--- config.mk ---
export PLATFORM = sky130hd
export DESIGN_NAME = regfile_dump_reader
export DESIGN_NICKNAME = d
export VERILOG_FILES = /design/src/rtl/regfile_dump_reader.sv
export SDC_FILE = /design/constraint.sdc
export NUM_CORES = 1
export LEC_CHECK = 0
export CAP_MARGIN = 20
export CELL_PAD_IN_SITES_DETAIL_PLACEMENT = 0
export CELL_PAD_IN_SITES_GLOBAL_PLACEMENT = 1
export CORE_MARGIN = 2
export CORE_UTILIZATION = 39
export DETAILED_ROUTE_END_ITERATION = 8
export DONT_BUFFER_PORTS = 1
export PLACE_DENSITY_LB_ADDON = 0.1
export SKIP_CTS_REPAIR_TIMING = 1
export SLEW_MARGIN = 20
export SYNTH_ARGS = -nofsm -noshare
export SYNTH_HDL_FRONTEND = slang
export SYNTH_SLANG_ARGS = --single-unit
--- constraint.sdc ---
create_clock -name CLK -period 1.4 [get_ports CLK]
set_input_delay 0.07 -clock CLK [delete_from_list [all_inputs] [get_ports CLK]]
set_output_delay 0.07 -clock CLK [all_outputs]
set_load 0.03 [all_outputs]
--- src/rtl/regfile_dump_reader.sv ---
// Debug read-out engine for the register file. A START request raises a write
// hold toward the core, then walks FIRST_REG..LAST_REG through a dedicated
// combinational read port. Each word is streamed with its index on a
// valid/ready channel. DONE pulses for one cycle after the final word is taken.
module regfile_dump_reader #(
    parameter int ADDR_W    = 5,
    parameter int DATA_W    = 32,
    parameter int FIRST_REG = 0,
    parameter int LAST_REG  = 31,
    parameter int ZERO_R0   = 1
) (
    input  logic              CLK,
    input  logic              RST,
    input  logic              START,
    output logic [ADDR_W-1:0] RD_ADDR,
    input  logic [DATA_W-1:0] RD_DATA,
    output logic              HOLD_REQ,
    output logic              DUMP_VALID,
    input  logic              DUMP_READY,
    output logic [DATA_W-1:0] DUMP_DATA,
    output logic [ADDR_W-1:0] DUMP_IDX,
    output logic              BUSY,
    output logic              DONE
);

    typedef enum logic [1:0] {
        IDLE = 2'd0,
        READ = 2'd1,
        SEND = 2'd2
    } state_t;

    localparam logic [ADDR_W-1:0] FIRST_IDX = ADDR_W'(FIRST_REG);
    localparam logic [ADDR_W-1:0] LAST_IDX  = ADDR_W'(LAST_REG);
    localparam logic [ADDR_W-1:0] IDX_ONE   = ADDR_W'(1);
    localparam bit                MASK_R0   = (ZERO_R0 != 0);

    state_t            state;
    logic [ADDR_W-1:0] idx;
    logic              busy_q;

    // idx is returned to FIRST_REG whenever the FSM goes idle, so driving the
    // read address straight from it already yields FIRST_REG in IDLE.
    assign RD_ADDR  = idx;
    assign BUSY     = busy_q;
    assign HOLD_REQ = busy_q;

    // Dump sequencer: walks the index, captures read data and runs the handshake.
    always_ff @(posedge CLK) begin
        if (RST) begin
            state      <= IDLE;
            idx        <= FIRST_IDX;
            busy_q     <= 1'b0;
            DONE       <= 1'b0;
            DUMP_VALID <= 1'b0;
            DUMP_DATA  <= '0;
            DUMP_IDX   <= '0;
        end else begin
            DONE <= 1'b0;
            case (state)
                IDLE: begin
                    if (START) begin
                        idx    <= FIRST_IDX;
                        busy_q <= 1'b1;
                        state  <= READ;
                    end
                end
                READ: begin
                    if (MASK_R0 && (idx == '0)) begin
                        DUMP_DATA <= '0;
                    end else begin
                        DUMP_DATA <= RD_DATA;
                    end
                    DUMP_IDX   <= idx;
                    DUMP_VALID <= 1'b1;
                    state      <= SEND;
                end
                SEND: begin
                    if (DUMP_READY) begin
                        DUMP_VALID <= 1'b0;
                        if (idx == LAST_IDX) begin
                            idx    <= FIRST_IDX;
                            busy_q <= 1'b0;
                            DONE   <= 1'b1;
                            state  <= IDLE;
                        end else begin
                            idx   <= idx + IDX_ONE;
                            state <= READ;
                        end
                    end
                end
                default: begin
                    idx    <= FIRST_IDX;
                    busy_q <= 1'b0;
                    state  <= IDLE;
                end
            endcase
        end
    end

endmodule
==> impl_metrics.py <==
metrics = {
    "floorplanning": {
        "die_w_microns": 70.5,
        "dieArea_sq_um": 4970,
        "ioPinCount": 82,
        "initial_utilization_pct": 40.2,
        "die_h_microns": 70.5,
        "core_region_area_sq_um": 4290,
        "std_cell_rows": 24,
    },
    "clock_tree": {
        "numCtsBuffers": 5,
        "h-tree-depth": 2,
        "cts_root_buf": "clkbuf_8",
        "clockBufferDepth": 2,
        "path_clk_slew_ps": 80,
        "cts_tree": "yes",
        "cts.sinks": 47,
        "clk_latency_ps": 290,
    },
    "drt": {
        "ant_nets": 0,
        "wl_per_cell_microns": 16.7,
        "via_count": 1387,
        "drtPass1Iterations": 4,
        "drt_iter0_markers": 33,
        "via_per_inst": 5.50,
        "wl_microns": 4200,
        "drc": 0,
    },
    "sta": {
        "rsz0062_at_grt": "true",
        "drv_slew": 0,
        "period_needed_ps": 1400,
        "finalCritPeriodShare_pct": 100,
        "fmax_ghz": 0.713,
        "fin_hold_ws_ps": -168,
        "tightest_slew_ps": 471,
        "skew_ps": 3.96,
        "setup_tns_ps": -3.29,
        "setup_viol": 1,
        "hold_viol_final": 47,
        "finalWorstSetupSlack_ps": -3.29,
        "slew_headroom_pct": 68.3,
    },
    "final_layout": {
        "antenna_cells": 0,
        "final_common_cell": "dfxtp_1",
        "seq_area_sq_um": 952,
        "final_nets": 238,
        "area_growth_pct": 28.6,
        "final_cell_mix": "dfxtp_1 (42), nor2_1 (39), a22oi_2 (28)",
        "fin_area_sq_um": 2220,
        "final.fill_count": 420,
        "final_cells": 252,
        "multi_input_area_sq_um": 907,
        "drive_gt1_share_pct": 37.5,
    },
    "logic_synthesis": {
        "syn-num-nets": 226,
        "ys_types": 28,
        "synthArstFlopShare_pct": 0,
        "synth_seq_area_share_pct": 54.5,
        "syn_inst": 187,
        "yosysTopAreaCellShare_pct": 54.5,
        "synth_top_area_cell": "dfxtp_1",
        "ys_warn_count": 0,
        "ys_ff_latch": 47,
        "synthFlopType": "dfxtp_1",
        "synth_area_per_cell_sq_um": 9.23,
        "synth_edf_count": 0,
        "syn-cell-area_sq_um": 1730,
        "synth_area_leaders": "dfxtp_1 (55%), a22oi_1 (14%), nor2_1 (8.7%), nand2_1 (3.0%), a21oi_1 (2.9%)",
    },
    "global_route": {
        "gr-usage-met2_pct": 26.6,
        "met3_usage_pct": 6.20,
        "grt_max_degree": 46,
        "use_met1_pct": 18.2,
        "antenna_found_initial": 0,
        "track_usage_pct": 15.8,
        "first_global_vias": 1374,
        "grt.busiest_layer": "met2",
        "grt.overflow.total": 0,
        "grt_pass1_wl_microns": 6330,
    },
    "power": {
        "p_per_area_nw_per_um2": 1100,
        "p_leak_uw": 0.000769,
        "vdd.ir_drop.worst_mv": 0.495,
    },
    "critical_path": {
        "cp.arrival_ps": 1620,
        "cp-end-kind": "flip-flop",
        "path_max_fanout": 4,
        "critPathLaunchType": "flip-flop",
        "required_ps": 1620,
        "path_class": "reg2reg",
    },
    "placed_design": {
        "place_inst": 240,
        "dp_hpwl_microns": 2760,
        "place.gp.congestion": 0.877,
        "place_area_sq_um": 1860,
        "io_buffer_count": 0,
    },
    "status": {
        "violations": "negative hold slack, negative setup slack",
        "status": "finished with violations",
    },
    "worst_hold_path": {
        "hp-class": "in2reg",
    },
    "job": {
        "drv_cap": 0,
    },
}
-- cells by family after synthesis --
logic type / share of synthesized area, %
adder cells (fa/ha/maj): 2.18
buffers and inverters: 5.08
AND/OR/NAND/NOR: 17.0
AO/OA/AOI/OAI: 19.7
XOR/XNOR: 1.52
flip-flops: 54.5
-- cell type report --
type / count / area share [%]
sequential: 47 / 42.9
timing repair buffer: 19 / 8.74
clock buffer: 5 / 3.10
multi-input combinational: 122 / 40.9
clock inverter: 3 / 0.676
inverter: 4 / 0.789
tap: 52 / 2.93
-- routing by layer --
metal	share of wire (%)	vias to the layer above
met5	0	-
met4	1.1	0
met3	8.5	7
met2	49	52
met1	41	657
li1	-	671
-- worst max-delay path: stages, from the launching register on --
cell	delay (ps)
dfxtp_4	370
ha_1	220
and3_4	200
ha_4	160
a21oi_2	140
o21bai_2	120
o32ai_2	120
-- cells in the mapped netlist, types with 2 or more instances --
master,number
dfxtp_1,47
buf_2,7
xnor2_1,3
clkbuf_1,4
nand2b_1,3
a22oi_1,32
nor3_1,3
inv_1,4
nor2_1,40
ha_1,3
nand4_1,2
a21oi_1,10
nand2_1,14
-- power by group --
group | switching, uW | internal [uW]
Combinational | 139 | 106
Clock | 439 | 342
Sequential | 55.5 | 1360
-- worst paths after layout --
kind	start	endpoint	slack, ps	cells past startpoint
max	RD_ADDR[0]	BUSY	-3	6
min	RST	RD_ADDR[1]	-170	1
max reg2reg	RD_ADDR[0]	BUSY	-3	6
min reg2reg	DUMP_IDX[4]	DUMP_IDX[4]	450	2
-- state kept, by name (all words and copies together) (netlist names) --
register and count:
DUMP_DATA 32, BUSY 1, RD_ADDR 5, DONE 1, DUMP_IDX 5, DUMP_VALID 1
state 2
-- stage by stage --
stage	utilization (%)	total power, uW	setup WS, ps
after CTS	45.2	2420	-108
after floorplan	-	1600	1.67
after detailed placement	43.2	1640	-75.1
after global routing	51.7	2560	-106
after global placement	43.2	1630	-39.0
final	51.7	2440	-3.29
Note: power is estimated with default switching activity, not from simulation.
